$ cat src/rtl/conv2d_window_gen.sv
// conv2d_window_gen
//   Streaming 3x3 sliding-window generator feeding conv2d_pe. It takes one multi-channel pixel
//   per cycle in raster order and keeps two line buffers per channel. Each valid-padding window
//   is presented on window_per_channel with a one-cycle start pulse. Input then stalls until
//   pe_done is seen.
//
// Ports
//   clk                 rising-edge clock
//   rst                 synchronous active-high reset
//   in_px               one pixel, channel ch in [ch*PIXEL_WIDTH +: PIXEL_WIDTH]
//   in_valid            in_px valid
//   in_ready            pixel accepted this cycle when in_valid is also high
//   window_per_channel  element e of channel ch at [(ch*WINDOW_ELEMS+e)*PIXEL_WIDTH +: PIXEL_WIDTH]
//                       e = 3*wr + wc; e=0 is the oldest sample, e=8 the newest
//   start               one-cycle pulse, window valid for the PE
//   pe_done             PE result produced (PE out_valid)
//   frame_done          one-cycle pulse after the last pixel of a frame is accepted
//
// WINDOW_ELEMS is fixed at 9; the shift-register layout assumes a 3x3 window.
module conv2d_window_gen #(
   parameter int unsigned IMG_W        = 8,
   parameter int unsigned IMG_H        = 8,
   parameter int unsigned CHANNELS     = 3,
   parameter int unsigned PIXEL_WIDTH  = 8,
   parameter int unsigned WINDOW_ELEMS = 9
) (
   input  logic                                       clk,
   input  logic                                       rst,
   input  logic [CHANNELS*PIXEL_WIDTH-1:0]            in_px,
   input  logic                                       in_valid,
   output logic                                       in_ready,
   output logic [CHANNELS*WINDOW_ELEMS*PIXEL_WIDTH-1:0] window_per_channel,
   output logic                                       start,
   input  logic                                       pe_done,
   output logic                                       frame_done
);

   localparam int unsigned PxW  = CHANNELS * PIXEL_WIDTH;
   localparam int unsigned WinW = CHANNELS * WINDOW_ELEMS * PIXEL_WIDTH;
   localparam int unsigned ColW = $clog2(IMG_W);
   localparam int unsigned RowW = $clog2(IMG_H);
   localparam logic [ColW-1:0] ColLast = ColW'(IMG_W - 1);
   localparam logic [RowW-1:0] RowLast = RowW'(IMG_H - 1);

   typedef enum logic [0:0] {StStream, StWaitPe} state_e;

   state_e          state_q;
   logic [ColW-1:0] col_q;
   logic [RowW-1:0] row_q;
   logic            start_q;
   logic            frame_done_q;
   logic [WinW-1:0] win_q, win_d;
   logic [PxW-1:0]  lb0_q [IMG_W];  // row r-1
   logic [PxW-1:0]  lb1_q [IMG_W];  // row r-2

   logic accept;
   logic emit;
   logic last_px;

   assign in_ready           = (state_q == StStream);
   assign accept             = in_valid && in_ready;
   assign emit               = (row_q >= RowW'(2)) && (col_q >= ColW'(2));
   assign last_px            = (row_q == RowLast) && (col_q == ColLast);
   assign start              = start_q;
   assign frame_done         = frame_done_q;
   assign window_per_channel = win_q;

   // Shift each window row left by one column; the new right column is the current column of
   // both line buffers (read before they are overwritten) plus the incoming pixel.
   always_comb begin
      win_d = win_q;
      for (int ch = 0; ch < CHANNELS; ch++) begin
         for (int wr = 0; wr < 3; wr++) begin
            for (int wc = 0; wc < 2; wc++) begin
               win_d[(ch*WINDOW_ELEMS + 3*wr + wc)*PIXEL_WIDTH +: PIXEL_WIDTH] =
                  win_q[(ch*WINDOW_ELEMS + 3*wr + wc + 1)*PIXEL_WIDTH +: PIXEL_WIDTH];
            end
         end
         win_d[(ch*WINDOW_ELEMS + 2)*PIXEL_WIDTH +: PIXEL_WIDTH] =
            lb1_q[col_q][ch*PIXEL_WIDTH +: PIXEL_WIDTH];
         win_d[(ch*WINDOW_ELEMS + 5)*PIXEL_WIDTH +: PIXEL_WIDTH] =
            lb0_q[col_q][ch*PIXEL_WIDTH +: PIXEL_WIDTH];
         win_d[(ch*WINDOW_ELEMS + 8)*PIXEL_WIDTH +: PIXEL_WIDTH] =
            in_px[ch*PIXEL_WIDTH +: PIXEL_WIDTH];
      end
   end

   // Line buffers are not reset: rows 0 and 1 of every frame overwrite them before any
   // emitted window can read them.
   always_ff @(posedge clk) begin
      if (accept) begin
         lb1_q[col_q] <= lb0_q[col_q];
         lb0_q[col_q] <= in_px;
      end
   end

   always_ff @(posedge clk) begin
      if (rst) begin
         state_q      <= StStream;
         col_q        <= '0;
         row_q        <= '0;
         start_q      <= 1'b0;
         frame_done_q <= 1'b0;
         win_q        <= '0;
      end else begin
         start_q      <= 1'b0;
         frame_done_q <= 1'b0;
         if (accept) begin
            win_q        <= win_d;
            frame_done_q <= last_px;
            if (col_q == ColLast) begin
               col_q <= '0;
               row_q <= (row_q == RowLast) ? '0 : row_q + 1'b1;
            end else begin
               col_q <= col_q + 1'b1;
            end
            if (emit) begin
               start_q <= 1'b1;
               state_q <= StWaitPe;
            end
         end else if (state_q == StWaitPe && pe_done && !start_q) begin
            // pe_done coinciding with start belongs to an older request and is ignored
            state_q <= StStream;
         end
      end
   end

endmodule

$ cat config.mk
export PLATFORM = sky130hd
export DESIGN_NAME = conv2d_window_gen
export DESIGN_NICKNAME = d
export VERILOG_FILES = /design/src/rtl/conv2d_window_gen.sv
export SDC_FILE = /design/constraint.sdc
export NUM_CORES = 1
export LEC_CHECK = 0
export ABC_CLOCK_PERIOD_IN_PS = 12200
export BUFFER_PORTS_ARGS = -buffer_cell sky130_fd_sc_hd__buf_2
export CORE_MARGIN = 4
export CORE_UTILIZATION = 50
export DETAILED_ROUTE_END_ITERATION = 8
export PLACE_DENSITY = 0.73
export SYNTH_ARGS = -nofsm -noshare
export SYNTH_HDL_FRONTEND = slang
export SYNTH_SLANG_ARGS = --single-unit
$ cat constraint.sdc
create_clock -name clk -period 12.2 [get_ports clk]
set_clock_uncertainty 0.15 [all_clocks]
set_input_delay 0.61 -clock clk [delete_from_list [all_inputs] [get_ports clk]]
set_output_delay 0.61 -clock clk [all_outputs]
set_load 0.1 [all_outputs]
Word-level counts from Yosys, hierarchy flattened. Memories as Yosys holds them, arrays and structs flattened. A register that Yosys moved wholly into a read port is not among the register bits. Cells that the tools add are included.

Bitwise gates (word level): 2. Reduce and logical (&&, ||, !) cells: 10. Add/sub/neg operators: 2. Multiplexer cells: 10. Order comparisons: 2. Equal/unequal tests: 3.

Operators with widths (count): 3-bit two-way mux (4); 3-bit by 1-bit adder with 3-bit output (second input constant) (2); 3-bit equality test (second input constant) (2); 3-bit by 2-bit greater-or-equal comparator with 1-bit output (second input constant) (2); 1-bit two-way mux (6); 1-bit logical AND (5); 2-bit AND reduction (2); 2-bit by 1-bit inequality test with 1-bit output (second input constant) (1); 1-bit NOT (2); 2-bit nonzero test (1); 2-bit OR reduction (1); 1-bit zero test (1).

Input port bits: 28. Flip-flop bits (word level): 225. Word-level logic and storage cells: 37. Memories: 2. Memory bits (writable): 384.

Memory list: lb0_q (words 8, width 24, rd ports 1, clocked after memory_dff 1, write ports 1, RTL line 53) `logic [PxW-1:0] lb0_q [IMG_W];`; lb1_q (words 8, width 24, rd ports 1, clocked after memory_dff 1, write ports 1, RTL line 54) `logic [PxW-1:0] lb1_q [IMG_W];`.

Longest topological paths before layout. Gate-level depths: netlist (run 1).

Word-level depth: 4. Mapped depth: 7. Mapped depth without buffers: 5.

Worst setup path after synthesis (run 1). OpenSTA, ideal clock, no wires.

Kind: input port to flip-flop. Start point: in in_valid. End point: mem lb0_q[0][0] (netlist name) (enable). Cell stages on the path: 4. Required time: 11537 ps. Buffers on the path: 2. Setup slack: 7184 ps. Arrival: 4354 ps. Setup time: 513 ps. Path through: nand2b_1 > buf_2 > buf_1 > nor3_1.

Cells in the longest elaborated chain, start to end: 3.

Ends and longest elaborated chain: start, declared (RTL line 30) `input logic in_valid,`; 1-bit logical AND (RTL line 61) `assign accept = in_valid && in_ready;`; 1-bit two-way mux (RTL line 91) `if (accept) begin`; 1-bit two-way mux (implied by the code) (RTL line 93) `lb0_q[col_q] <= in_px;`; end, declared (RTL line 53).

No other way between the ends.

Worst setup path in the final report (run 1).
Start point: reg state_q. End point: reg win_q[188], in the netlist window_per_channel[188] (read register of lb0_q).

Cells in the longest elaborated chain, start to end: 2.

Ends and longest elaborated chain: start, declared (RTL line 47) `state_e state_q;`; start signal, assigned (RTL line 99) `state_q <= StStream;`; start signal, assigned (RTL line 119) `state_q <= StWaitPe;`; start signal, assigned (RTL line 123) `state_q <= StStream;`; 1-bit NOT (RTL line 60) `assign in_ready = (state_q == StStream);`; 1-bit logical AND (RTL line 61); end, declared (RTL line 52) `logic [WinW-1:0] win_q, win_d;`.

No other way between the ends. A chain may end at the register's enable or synchronous reset.

==> results of run 1 <==
[path summary, 6_finish.rpt]
| check | startpoint | end | slack [ns] | cells past startpoint |
|---|---|---|---|---|
| worst max-delay path | state_q | window_per_channel[188] | 8.37 | 5 |
| worst min-delay path | pe_done | state_q | 0.15 | 4 |
| worst max register to register | state_q | window_per_channel[188] | 8.37 | 5 |
| worst min register to register | window_per_channel[170] | window_per_channel[170] | 0.30 | 2 |
[cell families after synthesis]
logic type / count (synthesis)
buffers and inverters: 264
DFF: 612
AOI/OAI and AO/OA: 350
adders and majority gates: 6
muxes: 162
and+or+nand+nor: 433
[critical path, cell delays in order, from the launching register on]
cell	delay [ns]
sky130_fd_sc_hd__dfxtp_1	0.37
sky130_fd_sc_hd__nor2b_4	0.96
sky130_fd_sc_hd__buf_4	0.69
sky130_fd_sc_hd__buf_4	0.74
sky130_fd_sc_hd__nor2_2	0.42
sky130_fd_sc_hd__a22o_1	0.30
[area by class of cell]
cell class	count	area share
Clock inverter	28	0.009192
Inverter	3	0.0004287
Timing Repair Buffer	272	0.05453
Multi-Input combinational cell	951	0.2237
Sequential cell	612	0.6130
Clock buffer	85	0.07016
Tap cell	607	0.02891
Antenna cell	1	0.00009526
[state kept, by name (all words and copies together), names as in the netlist, named ones only]
signal,flops
lb0_q,192
col_q,3
start,1
frame_done,1
window_per_channel,216
state_q,1
lb1_q,192
row_q,3
[cell usage in the layout (no fill, tap or decap), types with 7 or more instances in the layout]
cell type / instances
sky130_fd_sc_hd__a211oi_1: 53
sky130_fd_sc_hd__a21oi_1: 175
sky130_fd_sc_hd__a221oi_2: 18
sky130_fd_sc_hd__a22o_1: 24
sky130_fd_sc_hd__buf_2: 245
sky130_fd_sc_hd__buf_4: 26
sky130_fd_sc_hd__clkbuf_1: 7
sky130_fd_sc_hd__clkbuf_16: 66
sky130_fd_sc_hd__clkbuf_8: 12
sky130_fd_sc_hd__clkinv_2: 14
sky130_fd_sc_hd__dfxtp_1: 226
sky130_fd_sc_hd__edfxtp_1: 384
sky130_fd_sc_hd__mux2_1: 22
sky130_fd_sc_hd__mux2_2: 27
sky130_fd_sc_hd__mux2i_1: 113
sky130_fd_sc_hd__nand2_1: 370
sky130_fd_sc_hd__nor2_1: 29
sky130_fd_sc_hd__o22ai_1: 47
sky130_fd_sc_hd__o2bb2ai_1: 23
[power groups by stage]
stage               sequential (mW)  combinational (mW)  clock (mW)
global route                   2.34               0.563        2.01
floorplan                      2.39               0.435           0
global placement               2.37               0.528           0
finish                         2.33               0.536        1.89
detailed placement             2.37               0.536           0
CTS                            2.33               0.538        1.92
[metrics by stage]
step / utilization / setup WS, ns / total power, mW / cell area [µm²]
6_report: 0.5643 / 8.368 / 4.756 / 26270
5_1_grt: 0.5642 / 8.049 / 4.907 / 26270
4_1_cts: 0.5642 / 8.332 / 4.786 / 26270
3_5_place_dp: 0.5194 / 7.945 / 2.911 / 24180
3_3_place_gp: 0.5194 / 8.041 / 2.900 / 24180
2_1_floorplan: - / 7.184 / 2.822 / 23540
[metal layers]
layer | GRT usage | routed length [µm] | part of all wire | vias to the layer above
met5 | 0 | 7 | 0.00014 | -
met2 | 0.3220 | 25050 | 0.49 | 398
met1 | 0.2631 | 21910 | 0.43 | 6963
li1 | - | - | - | 6575
met3 | 0.03791 | 2984 | 0.058 | 94
met4 | 0.06285 | 1425 | 0.028 | 2
==> results.txt, run 1 <==
The run finished with clean final reports. The combined global-route utilization of all metal layers was 0.1951; the max-cap violation count was 0. Summed over all cells, the static leakage comes to 9.386 nW. For the standard cell core area, the log shows 0.04656 mm². Count of final max-slew check failures: 0. Of all cell types, the one taking the most synthesized area is sky130_fd_sc_hd__edfxtp_1. The time the worst path needs with I/O delays and setup was 3.832 ns. In this run the worst path has a maximum fanout of 86. Combinational family with the most area after synthesis: compound AO/OA/AOI/OAI gates.

The normalized max-slew margin was 0.1721; the post-detailed-routing wire length was 51380 µm. The layout has 3654 filler cells. In this run, post-CTS repair resized a total of 0 instances. In the routed layout, each cell is associated on average with a via count of 5.483. For this design, the CTS-stage hold fixing added 0 buffers. Setup repair after global routing left no endpoint under its margin. The post-synthesis simple-gate area fraction was 0.07150; the synthesized-area fraction occupied by adder cells was 0.003189. The starting density of the core is 0.5056. Based on the critical path, the design can be clocked at up to 260.9 MHz.

The share of cell area taken by muxes after synthesis works out to 0.07150. The sequential cell fraction of total power was 0.490. The tightest min-delay check is of the in2reg type.

The synthesized-area fraction occupied by ao, oa, aoi and oai cells came out at 0.1003. The worst-case IR drop observed on VDD is 0.1322 mV. The H-tree was split into 2 levels.

The power share of the combinational group came out at 0.113. The horizontal die dimension works out to 225.0 µm. The endpoint required time on the critical path is 12.55 ns. The net switching power of the design is 1.248 mW, and the cell internal power dissipation is 3.508 mW. Once placement completed, the tool counted placed cells totaling 2445. The ratio of cells with drive above 1 in the final layout is 0.2271, and the clock share of power is 0.397. The first TritonRoute pass finished after 5 iterations. Buffers added to address setup during post-CTS repair amount to 0. The area of the die was 0.05061 mm²; the register area was 0.01610 mm². Once detail routing completed, the nets flagged for antenna violations numbered 0.

The number of clock buffers added by TritonCTS is 60. The finished layout holds 2559 standard cells, fillers aside. The tools report the wire length of the first global-routing pass as 77780 µm. The classification of the worst setup path is reg2reg. The clock passes through at most 3 buffers.

The cell with the most instances after synthesis was sky130_fd_sc_hd__edfxtp_1. The clock input transition at the sequential cells of the worst setup and hold paths is 0.06 ns, and the worst hold margin is 0.1496 ns. Clock tree synthesis found a total of 612 sinks. The synthesized area was 0.02354 mm²; the final hold violation count was 0.

The remaining global-route overflow was 0; the post-synthesis area per instance was 12.88 µm². The number of enable-type register cells in the synthesized netlist came out at 384. Row generation in the floorplan step produced 79 rows. Counting every net in the synthesized netlist gives 1861. Entering global routing, the biggest net connects 116 pins. The half-perimeter wire length after detailed placement came out at 30580 µm.

The share of the synthesized netlist area taken by xor and xnor gates was 0; the chip height was 225.0 µm. Input and output buffers added on the ports amount to 246. 247 I/O pins were placed. The initial antenna violation count was 2; the via count of the first global-routing pass was 13.45k. The final weighted congestion in routability-driven placement is 0.7746, and the routed wire length per instance is 20.08 µm.

The run gives 34 as the count of distinct cell types in the synthesized netlist. The run gives 1046 as the DRC violation total after the first TritonRoute iteration. The count of synthesis-stage warnings from yosys was 0; the ratio of final minimum period to clock period was 0.3141.

The cell sitting at the root of the clock tree is a sky130_fd_sc_hd__clkbuf_16. The area growth from synthesis to layout is 11.61%. The share of total power consumed by net switching was 0.2625. Area share of the largest cell type after synthesis: 0.4899. The area of the multi-input gates is 0.005877 mm².

Dividing total power by cell area gives a power density of 181.0 mW/mm². After synthesis, the most frequently instantiated cells are sky130_fd_sc_hd__edfxtp_1 (384), sky130_fd_sc_hd__nand2_1 (370), sky130_fd_sc_hd__dfxtp_1 (228), sky130_fd_sc_hd__a21oi_1 (175), sky130_fd_sc_hd__buf_4 (150). The part of the Yosys area used for sequential elements came out at 0.6838. The final route contains 14.03k vias. The worst setup path is captured at a register. The final layout contains 1934 nets.

Setup violations remaining at the end of the flow were counted as 0. The synthesized flop and latch total works out to 612. The tools report the summed negative setup slack over all endpoints as 0 ns.

The clock reaches the later pin of the worst-skew pair after 0.61 ns. The transition time at the pin with the least slew margin was 1.239 ns; the number of instances in the synthesized netlist was 1827. Post-detailed-route DRC marker count: 0.

The most common flop cell mapped by yosys is sky130_fd_sc_hd__edfxtp_1. The sort of element at the start of the critical path was a register. TritonCTS built the clock tree. The signal arrival time at the worst endpoint was 4.18 ns. In the post-synthesis netlist, the biggest area contributors are sky130_fd_sc_hd__edfxtp_1 (49%), sky130_fd_sc_hd__dfxtp_1 (19%), sky130_fd_sc_hd__nand2_1 (5.9%), sky130_fd_sc_hd__mux2i_1 (4.8%), sky130_fd_sc_hd__buf_4 (4.8%). The share of synthesized flip-flops with an asynchronous set or reset is 0.
Note: power is estimated with default switching activity, not from simulation.
==> run 2: changes to the inputs <==
--- a/config.mk
+++ b/config.mk
@@ -5,7 +5,8 @@
 export SDC_FILE = /design/constraint.sdc
 export NUM_CORES = 1
 export LEC_CHECK = 0
-export ABC_CLOCK_PERIOD_IN_PS = 12200
+export ABC_AREA = 1
+export ABC_CLOCK_PERIOD_IN_PS = 3600
 export BUFFER_PORTS_ARGS = -buffer_cell sky130_fd_sc_hd__buf_2
 export CORE_MARGIN = 4
 export CORE_UTILIZATION = 50
==> constraint.sdc (replaced) <==
create_clock -name clk -period 3.6 [get_ports clk]
set_clock_uncertainty 0.15 [all_clocks]
set_input_delay 0.18 -clock clk [delete_from_list [all_inputs] [get_ports clk]]
set_output_delay 0.18 -clock clk [all_outputs]
set_load 0.1 [all_outputs]
==> results.txt, run 2 <==
The run finished with clean final reports. The number of enable-type register cells in the synthesized netlist was 384 (unchanged). The leading cell type in the layout, fill and taps excluded is sky130_fd_sc_hd__nor2_1. The tools report the combined global-route utilization of all metal layers as 0.2185 (+0.02341). Synthesized area: 0.02464 mm² (+4.7%).

The initial antenna violation count is 0 (-2), and the delay contributed by the slowest stage of the critical path is 0.63 ns (-0.33 ns). The tools report the maximum number of pins on one net before global-route repair as 216 (+86%). The cell taking the most area after synthesis is sky130_fd_sc_hd__edfxtp_1.

The classification of the worst setup path is reg2reg. The slowest stage of the critical path is the sky130_fd_sc_hd__dfxtp_4 cell. For this run, the leading register cell type out of synthesis is sky130_fd_sc_hd__edfxtp_1.

The ratio of cells with drive above 1 in the final layout came out at 0.1535 (-0.07360). The final weighted congestion in routability-driven placement is 0.8128 (+4.9%), and the number of instances in the synthesized netlist is 2471 (+35%). Number of cells on the worst hold path: 2 (-2). The number of buffers inserted by port buffering was 246 (unchanged); the clock network latency to the later pin of the worst-skew pair was 0.62 ns (about the same). The clock input transition at the sequential cells of the worst setup and hold paths was 0.06 ns (about the same). Traced cell by cell, the critical path runs through buf_4 > ha_1 > ha_1 > nand2_1 > or2_2 > a21oi_1.

The post-synthesis area per instance came out at 9.972 µm² (-23%). Setup repair after global routing left no endpoint under its margin. The total power divided by cell area came out at 618.8 mW/mm² (+240%). The worst-case clock buffer depth is 3 (unchanged), and the normalized max-slew margin is 0.4072 (+0.2350).

The tools report the maximum frequency from static timing analysis as 419.9 MHz (+61%). The total clock sinks is 612 (unchanged). Synthesized netlist net count: 2505 (+35%). The via count of the first global-routing pass is 16.46k (+22%).

The critical-path maximum fanout was 56 (-35%); the max-cap violation count was 0 (unchanged). The worst reg-to-reg path cell count came out at 6 (+1). For the remaining global-route overflow, the log shows 0 (unchanged). Cell with the most instances after synthesis: sky130_fd_sc_hd__nor2_1. The most frequent cell on the critical path is sky130_fd_sc_hd__ha_1. The run gives 0.6532 (-0.03062) as the part of the Yosys area used for sequential elements.

The classification of the worst-slack hold path is in2reg. The detailed-routing iteration count for the pre-antenna-repair pass is 7 (+2), and the final design utilization is 0.5679 (+0.003655). The count of synthesis-stage warnings from yosys was 0 (unchanged); the signal arrival time at the worst endpoint was 2.77 ns (-1.41 ns).

The worst path setup slack after routing came out at 1.218 ns (-7.149 ns). The final hold violation count is 0 (unchanged). The post-detailed-route DRC marker count is 0 (unchanged), and the final net count is 2596 (+34%). The wire length of the first global-routing pass came out at 92200 µm (+19%).

The summed negative setup slack over all endpoints was 0 ns (unchanged); the ratio of final minimum period to clock period was 0.6616 (+0.3475). By area the synthesized netlist is led by sky130_fd_sc_hd__edfxtp_1 (47%), sky130_fd_sc_hd__dfxtp_1 (19%), sky130_fd_sc_hd__nor2_1 (7.1%), sky130_fd_sc_hd__o21ai_0 (5.3%), sky130_fd_sc_hd__buf_4 (4.7%). The number of buffers inserted during clock tree synthesis was 59 (-1.7%); the layout filler cell count was 4052 (+11%).

Endpoint required time on the critical path: 3.99 ns (-8.56 ns). The routed wire length per instance works out to 17.85 µm (-11%). The synthesized flop and latch total was 612 (unchanged); the post-detailed-routing wire length was 58480 µm (+14%).

The transition time at the pin with the least slew margin came out at 0.8883 ns (-0.3509 ns). The time the worst path needs with I/O delays and setup works out to 2.382 ns (-1.451 ns). The H-tree level count was 2 (unchanged); the number of placed I/O pins was 247 (unchanged).

Number of setup violations in the final report: 0 (unchanged). The area share of the largest cell type after synthesis is 0.4680 (-0.02194). The run gives 0.2484 ns (+0.09878 ns) as the worst hold margin. The run gives 0 (unchanged) as the number of nets with antenna violations after routing.

For the antenna cell count, the log shows 0 (-1). The via count normalized by instance count came out at 5.148 (-6.1%). The total leakage power came out at 11.81 nW (+26%). Sort of element at the start of the critical path: a register.

The area growth from synthesis to layout is 12.59%, and the share of synthesized flip-flops with an asynchronous set or reset is 0 (unchanged). The commonest cells after synthesis are sky130_fd_sc_hd__nor2_1 (464), sky130_fd_sc_hd__edfxtp_1 (384), sky130_fd_sc_hd__nand2_1 (280), sky130_fd_sc_hd__inv_1 (279), sky130_fd_sc_hd__o21ai_0 (259). The starting density of the core is 0.5044 (-0.001145), and the count of final max-slew check failures is 0 (unchanged). The standard cell core area was 0.04885 mm² (+4.9%).

The tools report the DRC violation total after the first TritonRoute iteration as 1564 (+50%). The count of cells resized by post-cts repair was 0 (unchanged). The total vias in the final route came out at 16.87k (+20%). The half-perimeter wire length after detailed placement came out at 35740 µm (+17%). Clock tree synthesis selected as its root buffer the cell sky130_fd_sc_hd__clkbuf_16.

In the layout the commonest cells are sky130_fd_sc_hd__nor2_1 (456), sky130_fd_sc_hd__edfxtp_1 (384), sky130_fd_sc_hd__nand2_1 (280). The number of rows in the core area was 81 (+2.5%); the chip height was 230.0 µm (+2.2%). The worst setup path is captured at a register. The worst ir drop on vdd came out at 0.4337 mV (+230%). TritonCTS built the clock tree. The number of flip-flops under the largest register name was 216 (unchanged). Power after layout: 17.17 mW (+260%). The horizontal die dimension came out at 230.0 µm (+2.2%).

The count of distinct cell types in the synthesized netlist came out at 25 (-26%). The worst slack at placement is 1.224 ns (-6.721 ns), and the area of the die is 0.05290 mm² (+4.5%).
==> run 2: cell count changes after synthesis, moves of 27 or more <==
cell                       before  now
sky130_fd_sc_hd__a211oi_1      53    1
sky130_fd_sc_hd__a21oi_1      175   29
sky130_fd_sc_hd__inv_1          2  279
sky130_fd_sc_hd__mux2_2        27    0
sky130_fd_sc_hd__mux2i_1      113    0
sky130_fd_sc_hd__nand2_1      370  280
sky130_fd_sc_hd__nand3_1        2  168
sky130_fd_sc_hd__nor2_1        36  464
sky130_fd_sc_hd__o211ai_1       0   48
sky130_fd_sc_hd__o21ai_0        0  259
sky130_fd_sc_hd__o21ai_1        0   32
sky130_fd_sc_hd__o22ai_1       47    0
==> run 2: routing by layer <==
layer,GRT usage,share of wire,up-vias
met1,0.2912,0.42,8025
met2,0.3603,0.48,603
met4,0.06994,0.029,0
li1,-,-,8117
met3,0.04695,0.070,126
met5,0,0,-
==> run 2: report_power, final <==
| group | switching, mW | internal, mW | total (mW) | leakage (nW) |
|---|---|---|---|---|
| clock | 2.62 | 3.64 | 6.26 | 1.00 |
| combinational | 2.35 | 0.474 | 2.82 | 5.43 |
| sequential | 0.198 | 7.89 | 8.08 | 5.37 |
==> run 2: worst max-delay path, delay by kind of cell (launching register included) <==
kind / cells / cell delay, ns
flip-flops: 1 / 0.63
buffers and inverters: 1 / 0.54
AND/OR/NAND/NOR: 2 / 0.50
adder cells (fa/ha/maj): 2 / 0.37
AO/OA/AOI/OAI: 1 / 0.13
==> run 2: final timing paths <==
path,startpoint,slack (ns),endpoint
setup / recovery,col_q[0],1.22,row_q[1]
setup reg to reg,col_q[0],1.22,row_q[1]
hold / removal,in_px[0],0.25,lb0_q[5][0]
hold reg to reg,window_per_channel[17],0.34,window_per_channel[9]
==> run 2: cell type report <==
class | count | area [µm²] | share of cell area
Clock inverter | 23 | 235.2 | 0.008479
Multi-Input combinational cell | 1295 | 5802 | 0.2091
Inverter | 283 | 1072 | 0.03865
Clock buffer | 89 | 1778 | 0.06409
Tap cell | 664 | 830.8 | 0.02995
Sequential cell | 612 | 16100 | 0.5803
Timing Repair Buffer | 311 | 1924 | 0.06936
==> run 2: repair_timing <==
| item | 4_1_cts | 5_1_grt |
|---|---|---|
| buffers inserted | 0 | 0 |
| hold endpoints to repair | 220 | 0 |
| hold buffers | 27 | 0 |
==> run 2: stage by stage <==
step | area [µm²] | cells
after detailed placement | 25460 | 3138
after global routing | 27740 | 3277
after global placement | 25460 | 3138
after CTS | 27740 | 3277
final | 27740 | 3277
after floorplan | 24640 | 2471
==> run 2: kinds of logic (layout without fill, tap and decap cells) <==
| kind of cell | count (synthesis) | count (layout) | synth area share |
|---|---|---|---|
| AOI/OAI and AO/OA | 370 | 370 | 0.08018 |
| adders and majority gates | 6 | 6 | 0.003047 |
| buffers and inverters | 564 | 706 | 0.1140 |
| DFF | 612 | 612 | 0.6532 |
| and+or+nand+nor | 919 | 919 | 0.1496 |
==> run 3: changes to the inputs <==
--- a/config.mk
+++ b/config.mk
@@ -6,7 +6,7 @@
 export NUM_CORES = 1
 export LEC_CHECK = 0
 export ABC_AREA = 1
-export ABC_CLOCK_PERIOD_IN_PS = 3600
+export ABC_CLOCK_PERIOD_IN_PS = 2300
 export BUFFER_PORTS_ARGS = -buffer_cell sky130_fd_sc_hd__buf_2
 export CORE_MARGIN = 4
 export CORE_UTILIZATION = 50
==> constraint.sdc (replaced) <==
create_clock -name clk -period 2.3 [get_ports clk]
set_clock_uncertainty 0.15 [all_clocks]
set_input_delay 0.115 -clock clk [delete_from_list [all_inputs] [get_ports clk]]
set_output_delay 0.115 -clock clk [all_outputs]
set_load 0.1 [all_outputs]
==> results.txt, run 3 (synthesis results as in run 2) <==
The number of buffers inserted by port buffering works out to 246 (unchanged). The master cell of the clock root buffer is sky130_fd_sc_hd__clkbuf_16. Number of setup buffers added after CTS: 0 (unchanged). The standard cell core area was 0.04885 mm² (unchanged).

For the area of the multi-input gates, the log shows 0.005817 mm² (+0.26%). In the layout the commonest cells are sky130_fd_sc_hd__nor2_1 (456), sky130_fd_sc_hd__edfxtp_1 (384), sky130_fd_sc_hd__nand2_1 (278), sky130_fd_sc_hd__inv_1 (278), sky130_fd_sc_hd__o21ai_0 (259). The total leakage power is 11.83 nW (+0.17%). Total clock sinks: 612 (unchanged). The flow ran to the end, and the final reports show no timing, DRC or antenna violations.

The normalized max-slew margin was 0.5144 (+0.1072); the remaining global-route overflow was 0 (unchanged). The final design utilization was 0.5693 (+0.001357); the number of flip-flops under the largest register name was 216 (unchanged). The routed wire length per instance is 17.73 µm (-0.63%). The summed negative setup slack over all endpoints was 0 ns (unchanged).

The number of buffers added to fix hold violations after cts came out at 27 (unchanged). The cell that appears most often on the critical path is sky130_fd_sc_hd__nor2_4. Horizontal die dimension: 230.0 µm (unchanged). The total power divided by cell area is 955.2 mW/mm² (+54%).

The tools report the worst ir drop on vdd as 0.7046 mV (+62%). The DRC violation total after the first TritonRoute iteration was 1695 (+8.4%); the number of buffer and inverter stages on the critical path was 1 (unchanged). The chip height is 230.0 µm (unchanged). The starting density of the core was 0.5044 (unchanged). TritonCTS built the clock tree. The number of rows in the core area came out at 81 (unchanged).

The register area is 0.01610 mm² (unchanged), and the clock input transition at the sequential cells of the worst setup and hold paths is 0.06 ns (about the same). The number of placed I/O pins was 247 (unchanged); the worst slack at placement was 0.2901 ns (-0.9340 ns). For the via count of the first global-routing pass, the log shows 16.41k (-0.36%). The logs give 0 (unchanged) for the max-cap violation count and 0.2342 ns (-0.9840 ns) for the worst path setup slack after routing.

In this run the worst setup path begins at state_q. The final hold violation count is 0 (unchanged). The H-tree level count is 2 (unchanged), and the wire length of the first global-routing pass is 90450 µm (-1.9%). The logs give 0 (unchanged) for the count of final max-slew check failures and 0 (unchanged) for the post-detailed-route DRC marker count. The transition time at the pin with the least slew margin is 0.7284 ns (-0.1598 ns). The tools report the maximum number of pins on one net before global-route repair as 184 (-15%). The library cell used most frequently in the layout, excluding fill and tap cells, is sky130_fd_sc_hd__nor2_1. The area growth from synthesis to layout was 12.86%; the count of cells resized by post-cts repair was 0 (unchanged). The run gives 0.8322 (+2.4%) as the final weighted congestion in routability-driven placement. By startpoint and endpoint, the worst setup path is classified as reg2reg.

The delay contributed by the slowest stage of the critical path is 0.42 ns (-0.21 ns), and the total vias in the final route is 17.14k (+1.6%). Kind of cell adding the most delay to the critical path: simple AND/OR/NAND/NOR gates. The layout filler cell count was 4147 (+2.3%). The half-perimeter wire length after detailed placement came out at 36330 µm (+1.7%).

For the worst-case clock buffer depth, the log shows 3 (unchanged). The run gives 2.46 ns (-1.53 ns) as the endpoint required time on the critical path. The via count normalized by instance count is 5.207 (+1.1%). The time the worst path needs with I/O delays and setup came out at 2.066 ns (-0.3160 ns).

Walking the worst path, the cells encountered are nor2_4 > nand2_4 > nor2_4 > buf_4. Number of nets with antenna violations after routing: 0 (unchanged). Setup repair after global routing left no endpoint under its margin. The worst setup path is captured at a register. For the maximum frequency from static timing analysis, the log shows 484.1 MHz (+15%). The worst reg2reg path startpoint is state_q.

The startpoint identified for the worst hold timing path is pe_done. The logs give 5 (-2) for the detailed-routing iteration count for the pre-antenna-repair pass and 58360 µm (-0.21%) for the post-detailed-routing wire length. Combined global-route utilization of all metal layers: 0.2138 (-0.004646).

The critical-path maximum fanout is 11 (-80%), and the power after layout is 26.56 mW (+55%). The run gives 0.62 ns (about the same) as the clock network latency to the later pin of the worst-skew pair. STA classifies the critical path startpoint as a register.

The area of the die is 0.05290 mm² (unchanged), and the number of setup violations in the final report is 0 (unchanged). The tools report the initial antenna violation count as 1 (+1). Ratio of cells with drive above 1 in the final layout: 0.1565 (+0.003048). The library cell contributing the largest single delay on the critical path was sky130_fd_sc_hd__nor2_4. Classification of the worst-slack hold path: in2reg. The signal arrival time at the worst endpoint was 2.22 ns (-0.55 ns).

The ratio of final minimum period to clock period works out to 0.8982 (+0.2366). The run gives 2609 (+0.50%) as the final net count. The run gives 59 (unchanged) as the number of buffers inserted during clock tree synthesis.
## run 3: changes by cell type in the layout (fill, tap and decap cells not counted), sizes merged
cell | before | now
clkbuf | 89 | 78
clkinvlp | 0 | 5
inv | 287 | 286
diode | 0 | 1
buf | 284 | 297
clkinv | 16 | 23
## run 3: path summary, 6_finish.rpt
path | endpoint | slack [ns] | cells past startpoint
worst max register to register | lb1_q[1][13] | 0.23 | 4
worst min-delay path | state_q | 0.18 | 5
worst max-delay path | lb1_q[1][13] | 0.23 | 4
worst min register to register | row_q[2] | 0.33 | 2
## run 3: layout make-up
cell class / count / area share
repair buffers: 324 / 0.07496
inverters: 283 / 0.03856
well taps: 664 / 0.02987
multi-input cells: 1295 / 0.2092
flip-flops and latches: 612 / 0.5790
diodes: 1 / 0.00008998
clock inverters: 34 / 0.009763
clock buffers: 78 / 0.05862
## run 3: metal layers
| layer | wire, µm | GRT usage |
|---|---|---|
| met1 | 23980 | 0.2827 |
| met2 | 28550 | 0.3607 |
| met3 | 4253 | 0.04063 |
| met4 | 1571 | 0.06541 |
| met5 | 0 | 0 |
## run 3: worst reg2reg max path: stages (launching register included)
cell,delay (ns)
sky130_fd_sc_hd__dfxtp_1,0.34
sky130_fd_sc_hd__nor2_4,0.42
sky130_fd_sc_hd__nand2_4,0.20
sky130_fd_sc_hd__nor2_4,0.37
sky130_fd_sc_hd__buf_4,0.27
## run 3: power breakdown
group          total (mW)  internal, mW  switching, mW
clock                9.43          5.33           4.10
combinational        4.49         0.784           3.70
sequential           12.6          12.3          0.303
## run 3: per-stage QoR
step,std cells,instance area (µm²),hold WS (ns)
2_1_floorplan,2471,24720,0.03407
3_3_place_gp,3151,25630,0.2473
3_5_place_dp,3151,25630,0.2536
4_1_cts,3290,27810,0.1383
5_1_grt,3290,27810,0.1891
6_report,3291,27810,0.1821
